$ cat src/rtl/spi_slave_responder_pkg.sv
// Shared definitions for the SPI-mode SD command responder: FSM states,
// command indices, R1 status bits and fill/default constants.
package spi_slave_responder_pkg;

    typedef enum logic [1:0] {
        ST_WAIT,
        ST_DECODE,
        ST_FILL,
        ST_SEND
    } state_t;

    localparam logic [5:0] CMD_GO_IDLE         = 6'd0;
    localparam logic [5:0] CMD_SEND_IF_COND    = 6'd8;
    localparam logic [5:0] CMD_SET_BLOCKLEN    = 6'd16;
    localparam logic [5:0] CMD_SD_SEND_OP_COND = 6'd41;
    localparam logic [5:0] CMD_APP_CMD         = 6'd55;

    localparam logic [7:0] R1_IDLE    = 8'h01;
    localparam logic [7:0] R1_ILLEGAL = 8'h04;
    localparam logic [7:0] R1_CRC     = 8'h08;
    localparam logic [7:0] R1_PARAM   = 8'h40;

    localparam logic [7:0]  FILL_BYTE            = 8'hFF;
    localparam logic [31:0] DEFAULT_BLOCK_LENGTH = 32'd512;
    localparam logic [31:0] MAX_BLOCK_LENGTH     = 32'd512;

    function automatic logic [7:0] r1_status(input logic idle, input logic [7:0] flags);
        return flags | {7'b0, idle};
    endfunction

endpackage

$ cat src/rtl/spi_resp_tx_buffer.sv
// Response byte buffer: emits NCR_BYTES fill bytes then the loaded 1..5 byte
// response over a valid/ready handshake; outputs are registered.
module spi_resp_tx_buffer
    import spi_slave_responder_pkg::*;
#(
    parameter int unsigned NCR_BYTES = 1
) (
    input  logic        clk,
    input  logic        rst,
    input  logic        load,
    input  logic [2:0]  load_len,
    input  logic [39:0] load_data,
    input  logic        tx_ready,
    output logic        tx_valid,
    output logic [7:0]  tx_byte,
    output logic        fill_last,
    output logic        send_last
);

    localparam logic [3:0] NCR = 4'(NCR_BYTES);

    logic [39:0] data_q;
    logic [2:0]  len_q;
    logic [3:0]  idx_q;
    logic [3:0]  last_idx;
    logic        accept;

    // Index runs over fill bytes first, then response bytes MSB-first.
    function automatic logic [7:0] byte_at(input logic [3:0] idx, input logic [39:0] data);
        logic [3:0] off;
        if (idx < NCR) begin
            return FILL_BYTE;
        end
        off = idx - NCR;
        case (off)
            4'd0:    return data[39:32];
            4'd1:    return data[31:24];
            4'd2:    return data[23:16];
            4'd3:    return data[15:8];
            4'd4:    return data[7:0];
            default: return FILL_BYTE;
        endcase
    endfunction

    assign accept    = tx_valid && tx_ready;
    assign last_idx  = NCR + {1'b0, len_q} - 4'd1;
    assign fill_last = accept && (NCR != 4'd0) && (idx_q == NCR - 4'd1);
    assign send_last = accept && (idx_q == last_idx);

    always_ff @(posedge clk or posedge rst) begin
        if (rst) begin
            data_q   <= '0;
            len_q    <= '0;
            idx_q    <= '0;
            tx_valid <= 1'b0;
            tx_byte  <= FILL_BYTE;
        end else if (load) begin
            data_q   <= load_data;
            len_q    <= load_len;
            idx_q    <= '0;
            tx_valid <= 1'b1;
            tx_byte  <= byte_at(4'd0, load_data);
        end else if (accept) begin
            if (idx_q == last_idx) begin
                idx_q    <= '0;
                tx_valid <= 1'b0;
                tx_byte  <= FILL_BYTE;
            end else begin
                idx_q   <= idx_q + 4'd1;
                tx_byte <= byte_at(idx_q + 4'd1, data_q);
            end
        end
    end

endmodule

$ cat src/rtl/spi_slave_responder.sv
// SD-card SPI-mode command responder (CMD0/8/16/55/ACMD41).
// Optional macro SPI_SLAVE_RESPONDER_CRC_ERR_EN reports failed frame checks.
module spi_slave_responder
    import spi_slave_responder_pkg::*;
#(
    parameter int unsigned NCR_BYTES         = 1,
    parameter int unsigned ACMD41_BUSY_COUNT = 2
) (
    input  logic        clock,
    input  logic        reset,
    input  logic        io_CommandReadFinished,
    input  logic        io_ArgumentReadFinished,
    input  logic        io_ReadSuccess,
    input  logic [5:0]  io_Command,
    input  logic [31:0] io_CommandArgument,
    input  logic        io_TxReady,
    output logic        io_TxValid,
    output logic [7:0]  io_TxByte,
    output logic        io_IdleState,
    output logic        io_AppCmd,
    output logic [31:0] io_BlockLength,
    output logic        io_Busy
);

    localparam logic [3:0] BUSY_COUNT = 4'(ACMD41_BUSY_COUNT);

    state_t      state_q, state_d;
    logic        arg_fin_q;
    logic        start;
    logic        idle_q, app_q;
    logic [3:0]  cnt_q;
    logic [31:0] blen_q;
    logic        load, fill_last, send_last;
    logic        crc_fail;
    logic        unused_inputs;

    logic        d_idle, d_app;
    logic [3:0]  d_cnt;
    logic [31:0] d_blen;
    logic [7:0]  d_r1;
    logic [2:0]  d_len;
    logic [39:0] d_data;

    assign start         = io_ArgumentReadFinished && !arg_fin_q;
    assign unused_inputs = ^{io_CommandReadFinished, io_ReadSuccess};

`ifdef SPI_SLAVE_RESPONDER_CRC_ERR_EN
    logic crc_ok_q;

    always_ff @(posedge clock or posedge reset) begin
        if (reset) begin
            crc_ok_q <= 1'b1;
        end else if (state_q == ST_WAIT && start) begin
            crc_ok_q <= io_ReadSuccess;
        end
    end

    assign crc_fail = !crc_ok_q;
`else
    assign crc_fail = 1'b0;
`endif

    always_comb begin
        d_idle = idle_q;
        d_app  = 1'b0;
        d_cnt  = cnt_q;
        d_blen = blen_q;
        d_len  = 3'd1;
        d_r1   = r1_status(idle_q, 8'h00);
        if (crc_fail) begin
            d_app = app_q;
            d_r1  = r1_status(idle_q, R1_CRC);
        end else begin
            case (io_Command)
                CMD_GO_IDLE: begin
                    d_idle = 1'b1;
                    d_cnt  = '0;
                    d_r1   = R1_IDLE;
                end
                CMD_SEND_IF_COND: d_len = 3'd5;
                CMD_APP_CMD:      d_app = 1'b1;
                CMD_SET_BLOCKLEN: begin
                    if (io_CommandArgument != 32'd0 && io_CommandArgument <= MAX_BLOCK_LENGTH) begin
                        d_blen = io_CommandArgument;
                    end else begin
                        d_r1 = r1_status(idle_q, R1_PARAM);
                    end
                end
                CMD_SD_SEND_OP_COND: begin
                    if (app_q) begin
                        d_cnt = (cnt_q >= BUSY_COUNT) ? cnt_q : cnt_q + 4'd1;
                        if (d_cnt == BUSY_COUNT) begin
                            d_idle = 1'b0;
                        end
                        d_r1 = r1_status(d_idle, 8'h00);
                    end else begin
                        d_r1 = r1_status(idle_q, R1_ILLEGAL);
                    end
                end
                default: d_r1 = r1_status(idle_q, R1_ILLEGAL);
            endcase
        end
        if (d_len == 3'd5) begin
            d_data = {d_r1, 8'h00, 8'h00, {4'h0, io_CommandArgument[11:8]}, io_CommandArgument[7:0]};
        end else begin
            d_data = {d_r1, 32'h0};
        end
    end

    always_comb begin
        state_d = state_q;
        load    = 1'b0;
        case (state_q)
            ST_WAIT: begin
                if (start) state_d = ST_DECODE;
            end
            ST_DECODE: begin
                load    = 1'b1;
                state_d = (NCR_BYTES > 0) ? ST_FILL : ST_SEND;
            end
            ST_FILL: begin
                if (fill_last) state_d = ST_SEND;
            end
            ST_SEND: begin
                if (send_last) state_d = ST_WAIT;
            end
            default: state_d = ST_WAIT;
        endcase
    end

    always_ff @(posedge clock or posedge reset) begin
        if (reset) begin
            state_q   <= ST_WAIT;
            arg_fin_q <= 1'b0;
            idle_q    <= 1'b1;
            app_q     <= 1'b0;
            cnt_q     <= '0;
            blen_q    <= DEFAULT_BLOCK_LENGTH;
        end else begin
            state_q   <= state_d;
            arg_fin_q <= io_ArgumentReadFinished;
            if (state_q == ST_DECODE) begin
                idle_q <= d_idle;
                app_q  <= d_app;
                cnt_q  <= d_cnt;
                blen_q <= d_blen;
            end
        end
    end

    spi_resp_tx_buffer #(
        .NCR_BYTES(NCR_BYTES)
    ) u_tx_buffer (
        .clk       (clock),
        .rst       (reset),
        .load      (load),
        .load_len  (d_len),
        .load_data (d_data),
        .tx_ready  (io_TxReady),
        .tx_valid  (io_TxValid),
        .tx_byte   (io_TxByte),
        .fill_last (fill_last),
        .send_last (send_last)
    );

    assign io_IdleState   = idle_q;
    assign io_AppCmd      = app_q;
    assign io_BlockLength = blen_q;
    assign io_Busy        = (state_q != ST_WAIT);

endmodule

$ cat config.mk
export PLATFORM = sky130hd
export DESIGN_NAME = spi_slave_responder
export DESIGN_NICKNAME = d
export VERILOG_FILES = /design/src/rtl/spi_slave_responder_pkg.sv /design/src/rtl/spi_resp_tx_buffer.sv /design/src/rtl/spi_slave_responder.sv
export SDC_FILE = /design/constraint.sdc
export NUM_CORES = 1
export LEC_CHECK = 0
export CORE_UTILIZATION = 48
export DETAILED_ROUTE_END_ITERATION = 12
export GPL_TIMING_DRIVEN = 1
export PLACE_DENSITY = 0.79
export SYNTH_ARGS = -nofsm -noshare
export SYNTH_HDL_FRONTEND = slang
export SYNTH_SLANG_ARGS = --single-unit
$ cat constraint.sdc
create_clock -name clock -period 2.9 [get_ports clock]
set_input_delay 0.435 -clock clock [delete_from_list [all_inputs] [get_ports clock]]
set_output_delay 0.435 -clock clock [all_outputs]
set_load 0.005 [all_outputs]
==> results of run 1 <==
## critical path, stage by stage (launching register included)
cell	delay (ns)
dfrtp_1	0.54
inv_1	0.20
ha_1	0.41
nor4bb_1	0.39
a31oi_1	0.09
o221ai_1	0.19
and4_1	0.38
a21oi_1	0.11
## where the power goes
part | total, mW | internal (mW) | switching [mW]
registers | 1.25 | 1.13 | 0.111
clock network | 0.785 | 0.402 | 0.384
logic | 0.830 | 0.400 | 0.430
total | 2.86 | 1.94 | 0.924
## cell families after synthesis
| family | share of synthesized area (%) |
|---|---|
| and+or+nand+nor | 18.06 |
| DFF | 54.60 |
| AOI/OAI and AO/OA | 15.20 |
| buffers and inverters | 3.207 |
| adders and majority gates | 4.582 |
| muxes | 3.017 |
| xor gates and xnor gates | 1.337 |
## per-layer routing
layer | vias to the layer above | global-route usage (%)
li1 | 1228 | -
met1 | 1267 | 30.37
met2 | 80 | 34.22
met3 | 20 | 4.031
met4 | 0 | 10.48
met5 | - | 0
## layout by cell type (no fill, tap or decap), types with 2 or more instances in the layout
cell / netlist / layout
a21o_1: 2 / 2
a21oi_1: 12 / 12
a22o_1: 15 / 15
a22oi_1: 3 / 3
a31oi_1: 3 / 3
a32oi_1: 8 / 8
and2_1: 25 / 25
and4_1: 4 / 4
buf_4: 0 / 4
clkbuf_8: 0 / 9
clkdlybuf4s50_1: 0 / 85
clkinvlp_4: 0 / 3
dfrtp_1: 61 / 61
dfstp_2: 10 / 10
ha_1: 12 / 12
inv_1: 12 / 11
mux2_2: 7 / 7
mux2i_1: 2 / 2
nand2_1: 15 / 15
nand2b_1: 2 / 2
nand3_1: 7 / 7
nand4_1: 3 / 3
nor2_1: 17 / 17
nor3_1: 6 / 6
nor3b_1: 2 / 2
nor4_1: 6 / 6
nor4_4: 2 / 2
nor4bb_1: 2 / 2
o211ai_1: 2 / 2
o21a_1: 2 / 2
o21ai_0: 10 / 10
o2bb2ai_1: 5 / 5
or4_1: 2 / 2
xnor2_1: 2 / 2
xor2_1: 3 / 3
## registers in the layout (all words and copies together), names as in the netlist
register and flops:
io_BlockLength 32, io_AppCmd 1, arg_fin_q 1, u_tx_buffer.tx_byte 8
u_tx_buffer.idx_q 4, state_q 2, io_IdleState 1, cnt_q 4
u_tx_buffer.tx_valid 1, u_tx_buffer.data_q 15, u_tx_buffer.len_q 2
## final cells by class
cell class	count	area share [%]
clock buffer	10	2.893
tap	77	2.184
timing repair buffer	90	20.42
sequential	71	40.56
inverter	12	1.021
clock inverter	6	1.588
multi-input combinational	193	31.34
## final timing paths
kind	startpoint	endpoint	slack [ns]	depth (start not counted)
min in group asynchronous	reset	io_BlockLength[11]	0.51	2
setup reg to reg	u_tx_buffer.idx_q[0]	u_tx_buffer.tx_byte[7]	0.50	7
max in group asynchronous	reset	u_tx_buffer.tx_byte[0]	1.65	3
hold / removal	io_BlockLength[24]	io_BlockLength[24]	0.49	1
setup / recovery	u_tx_buffer.idx_q[0]	u_tx_buffer.tx_byte[7]	0.50	7
hold reg to reg	io_BlockLength[24]	io_BlockLength[24]	0.49	1
## through the flow
stage	setup WS (ns)	area, sq um	power [mW]
3_3_place_gp	0.2378	4214	2.060
6_report	0.5043	4412	2.861
3_5_place_dp	0.2072	4214	2.088
5_1_grt	0.3183	4412	3.052
4_1_cts	0.5556	4412	2.874
2_1_floorplan	0.6850	3277	1.759
==> metrics.csv, run 1 <==
stage,metric,value,unit
clocking,Longest Clk Path Bufs,2,
logic_synthesis,Post-synth ARST share,100.0,%
logic_synthesis,Ys Warns,0,
logic_synthesis,Post-Synthesis Cell Area,3277,sq um
logic_synthesis,Post-Syn Instances,288,
floorplan,chip height,84.63,um
logic_synthesis,"Seq/Total Area, Yosys",54.60,%
floorplan,Core Region,6459,sq um
sta,setup skew after layout,0.007168,ns
grt,pin count of the biggest net entering global routing,33,
clocking,clk root buf,clkbuf_8,
detailed_routing,Routed Antenna Nets,0,
sta,Worst-Margin Slew,0.6673,ns
place,hpwl dp,5.289,mm
sta,Hold Worst Slack,0.4853,ns
detailed_routing,M1 WL,3.289,mm
clocking,clock transition at the registers of the reported paths,0.08,ns
clocking,TritonCTS clock tree,built,
clocking,PostCTS Resize Cnt,0,
status,run status,"complete, no violations",
sta,Slew Limit Fails,0,
setup_path,Crit. End Element,register,
clocking,H-tree levels,3,
detailed_routing,DR iter-0 viols,120,
detailed_routing,DRC viols,0,
detailed_routing,vias per cell,5.654,
floorplan,FP Rows,29,
hold_path,min-delay worst type,register to register,
floorplan,Initial Util,50.74,%
final_layout,multi-input logic area,1383,sq um
sta,Tcrit/Tclk final,82.61,%
logic_synthesis,ranking of synthesized cells by area,"dfrtp_1 (47%), dfstp_2 (8.0%), and2_1 (4.8%), ha_1 (4.6%), a22o_1 (4.0%)",
grt,GR Util All Layers,22.11,%
grt,grt total ovfl,0,
clocking,CTS Buf Count,9,
logic_synthesis,Mapped Nets,344,
logic_synthesis,"flops & latches, synth",71,
logic_synthesis,synth cell count leaders,"dfrtp_1 (61), and2_1 (25), nor2_1 (17)",
final_layout,register area,1789,sq um
sta,minimum clock period,2.396,ns
floorplan,I/O pin cnt,88,
floorplan,die area,7161,sq um
setup_path,CP required,3.16,ns
clocking,Setup Buffers After CTS,0,
pwr,Max VDD drop,0.0003343,V
sta,unrepaired setup endpoints after global routing,no,
clocking,Clock Latency Late Sink,0.34,ns
final_layout,post-route core utilization,68.31,%
final_layout,Area growth syn-to-layout,34.63,%
setup_path,Arrival @ worst endpoint,2.65,ns
place,Cells after DPL,443,
detailed_routing,Detailed Route WL,7.223,mm
setup_path,CP Class,register to register,
grt,initial antenna violation count,0,
logic_synthesis,Unique masters post-synth,46,
detailed_routing,DR WL/cell,15.74,um
logic_synthesis,syn_area_per_cell,11.38,sq um
logic_synthesis,prevailing post-synth register cell,dfrtp_1,
detailed_routing,uppermost layer routed,met4,
sta,f_max,0.4174,GHz
final_layout,# diodes,0,
detailed_routing,TritonRoute pass-1 iters,6,
detailed_routing,wire length on met3,338,um
setup_path,Worst Path Max Fanout,9,
place,Buffers on Ports,85,
detailed_routing,met2 WL post-DR,3.387,mm
final_layout,fillers,486,
clocking,clk sinks,71,
sta,endpoints failing hold,0,
grt,first-pass GRT wire length,12.51,mm
final_layout,layout cells sized above 1,11.52,%
logic_synthesis,number of synthesized flops with an enable pin,0,
detailed_routing,via count,2595,
final_layout,NumNets Final,433,
sta,setup violators final,0,
sta,max_slew headroom,55.45,%
place,routability cong.,0.8241,
setup_path,Worst Setup Start Kind,register,
pwr,P per Cell Area,648.5,nW/um^2
grt,vias in the first global route,2638,
logic_synthesis,cell taking the most area after synthesis,dfrtp_1,
final_layout,Non-Filler Instances,459,
sta,Setup TNS,0,ns
pwr,Leak,1.910,nW
floorplan,Die W,84.63,um
logic_synthesis,top-count cell post-synth,dfrtp_1,
clocking,cts-stage hold buffer count,0,
job,MaxCap Viol Count,0,
logic_synthesis,post-synth top area share,46.58,%
(Power assumes the default switching activity.)
==> inputs of run 2 (changes only) <==
--- a/config.mk
+++ b/config.mk
@@ -5,10 +5,10 @@
 export SDC_FILE = /design/constraint.sdc
 export NUM_CORES = 1
 export LEC_CHECK = 0
-export CORE_UTILIZATION = 48
+export CORE_UTILIZATION = 44
 export DETAILED_ROUTE_END_ITERATION = 12
 export GPL_TIMING_DRIVEN = 1
-export PLACE_DENSITY = 0.79
+export PLACE_DENSITY = 0.77
 export SYNTH_ARGS = -nofsm -noshare
 export SYNTH_HDL_FRONTEND = slang
 export SYNTH_SLANG_ARGS = --single-unit
==> constraint.sdc (replaced) <==
create_clock -name clock -period 2.1 [get_ports clock]
set_input_delay 0.315 -clock clock [delete_from_list [all_inputs] [get_ports clock]]
set_output_delay 0.315 -clock clock [all_outputs]
set_load 0.005 [all_outputs]
==> metrics.csv, run 2 (same netlist as run 1, synthesis figures left out) <==
stage,metric,value,unit,change
place,hpwl dp,5.326,mm,+0.70%
clocking,Clock Latency Late Sink,0.34,ns,about the same
sta,max_slew headroom,72.54,%,+17 points
setup_path,Buf/Inv on CP,2,,+1
hold_path,min-delay worst type,input port to asynchronous set/reset pin,,
sta,Slew Limit Fails,0,,unchanged
place,routability cong.,0.8154,,-1.1%
final_layout,# diodes,0,,unchanged
floorplan,Core Region,7214,sq um,+12%
setup_path,top cell family by delay on the critical path,simple AND/OR/NAND/NOR gates,,
detailed_routing,DR iter-0 viols,116,,-3.3%
clocking,CTS Buf Count,9,,unchanged
pwr,Reg power frac,40.0,%,-3.5 points
detailed_routing,TritonRoute pass-1 iters,4,,-2
grt,GR Util All Layers,19.96,%,-2.2 points
final_layout,layout cells sized above 1,17.00,%,+5.5 points
setup_path,Arrival @ worst endpoint,2.28,ns,-0.37 ns
sta,Tcrit/Tclk final,97.70,%,
final_layout,NumNets Final,457,,+5.5%
pwr,Leak,2.059,nW,+7.8%
setup_path,CP Class,input port to register,,
clocking,clk root buf,clkbuf_8,,
final_layout,max FFs per register,32,,unchanged
pwr,Sw Share,31.11,%,-1.2 points
final_layout,post-route core utilization,64.64,%,-3.7 points
pwr,P per Cell Area,893.6,nW/um^2,+38%
clocking,TritonCTS clock tree,built,,
setup_path,worst-case reg-to-reg path depth,7,,unchanged
grt,pin count of the biggest net entering global routing,72,,+120%
setup_path,CP required,2.33,ns,-0.83 ns
pwr,Net Sw Power,1.296,mW,+40%
clocking,cts-stage hold buffer count,0,,unchanged
clocking,H-tree levels,3,,unchanged
sta,endpoints failing hold,0,,unchanged
final_layout,fillers,580,,+19%
detailed_routing,DR WL/cell,14.72,um,-6.4%
final_layout,"commonest cells after routing, fill and taps aside","clkdlybuf4s50_1 (85), dfrtp_1 (61), buf_4 (27)",,
floorplan,Initial Util,45.42,%,-5.3 points
final_layout,multi-input logic area,1390,sq um,+0.54%
clocking,clk sinks,71,,unchanged
grt,first-pass GRT wire length,11.83,mm,-5.4%
setup_path,Worst Path Max Fanout,21,,+12
detailed_routing,Routed Antenna Nets,0,,unchanged
floorplan,I/O pin cnt,88,,unchanged
final_layout,Area growth syn-to-layout,42.31,%,
pwr,clock network fraction of total power,29.1,%,+1.6 points
clocking,clock transition at the registers of the reported paths,0.08,ns,about the same
setup_path,r2r endpoint,u_tx_buffer.tx_byte[7],,
pwr,Design Power,4.167,mW,+46%
setup_path,CP Cell Sequence,"clkdlybuf4s50_1, or4_4, nor4_4, xnor2_2, nand3_4, buf_12, and2_1",,
floorplan,Die W,88.30,um,+4.3%
pwr,P_int,2.871,mW,+48%
setup_path,reg2reg setup slack,0.15,ns,-0.35 ns
setup_path,Critical Path Max Stage Delay,0.56,ns,+0.02 ns
job,MaxCap Viol Count,0,,unchanged
sta,setup skew after layout,0.006492,ns,-0.0006764 ns
detailed_routing,wire length on met3,262,um,-22%
status,run status,"complete, no violations",,
final_layout,"most common cell after layout, fill and taps aside",clkdlybuf4s50_1,,
detailed_routing,DRC viols,0,,unchanged
pwr,Max VDD drop,0.0003640,V,+8.9%
floorplan,die area,7797,sq um,+8.9%
grt,vias in the first global route,2472,,-6.3%
final_layout,register area,1789,sq um,unchanged
detailed_routing,met2 WL post-DR,3.665,mm,+8.2%
sta,setup violators final,0,,unchanged
floorplan,FP Rows,31,,+6.9%
sta,minimum clock period,2.052,ns,
sta,f_max,0.4874,GHz,
pwr,combinational share of power,30.9,%,+1.9 points
detailed_routing,uppermost layer routed,met4,,
setup_path,Worst Setup Start Kind,input port,,
detailed_routing,Detailed Route WL,7.436,mm,+2.9%
setup_path,Reg2Reg Launch Point,u_tx_buffer.idx_q[0],,
setup_path,CP max stage cell,or4_4,,
setup_path,Crit. End Element,register,,
sta,Worst-Margin Slew,0.4101,ns,-0.2572 ns
grt,initial antenna violation count,0,,unchanged
place,Buffers on Ports,85,,unchanged
floorplan,chip height,88.30,um,+4.3%
clocking,Longest Clk Path Bufs,2,,unchanged
detailed_routing,via count,2642,,+1.8%
detailed_routing,vias per cell,5.232,,-7.5%
detailed_routing,M1 WL,3.484,mm,+5.9%
grt,grt total ovfl,0,,unchanged
## run 2: repair_timing
action,in CTS,in global routing
hold endpoints to repair,0,0
endpoints found under the setup margin,0,1
buffers inserted,0,0
gates resized for setup,0,1
## run 2: per-stage QoR
stage	setup WS [ns]	TNS, ns	std cells	hold slack [ns]	cell area [sq um]
6_report	0.04833	0	505	0.3787	4663
5_1_grt	-0.009830	-0.02416	505	0.4009	4663
4_1_cts	0.05815	0	505	0.3840	4656
3_5_place_dp	-0.3048	-8.648	489	0.4698	4434
3_3_place_gp	-0.2730	-7.975	489	0.4690	4434
2_1_floorplan	0.004983	0	288	0.3464	3277
## run 2: final cells by class
type | count | share of cell area (%)
Tap cell | 99 | 2.656
Sequential cell | 71 | 38.37
Inverter | 12 | 0.9659
Multi-Input combinational cell | 193 | 29.81
Clock inverter | 6 | 2.012
Timing Repair Buffer | 114 | 23.45
Clock buffer | 10 | 2.737
## run 2: how the worst max path moves through the flow
stage,to,startpoint,depth (start not counted)
after CTS,io_BlockLength[13],io_CommandArgument[3],7
after global routing,io_BlockLength[1],io_CommandArgument[4],7
after detailed placement,io_BlockLength[19],io_CommandArgument[3],7
final,io_BlockLength[13],io_CommandArgument[3],7
after global placement,io_BlockLength[19],io_CommandArgument[3],7
after floorplan,arg_fin_q,reset,1
## run 2: power groups by stage
stage                     registers, mW  logic, mW  clock network [mW]
final                              1.67       1.29                1.21
after global routing               1.69       1.45                1.30
after CTS                          1.67       1.29                1.23
after detailed placement           1.70       1.28                   0
after global placement             1.69       1.25                   0
after floorplan                    1.70      0.725                   0
## run 2: worst min-delay path: cells and delay by family
kind     cells  cell delay [ns]
buf+inv      3             0.81
## run 2: per-layer routing
layer | GRT usage, % | vias up
met5 | 0 | -
met2 | 31.12 | 57
met4 | 5.132 | 0
li1 | - | 1283
met1 | 27.78 | 1300
met3 | 5.317 | 2
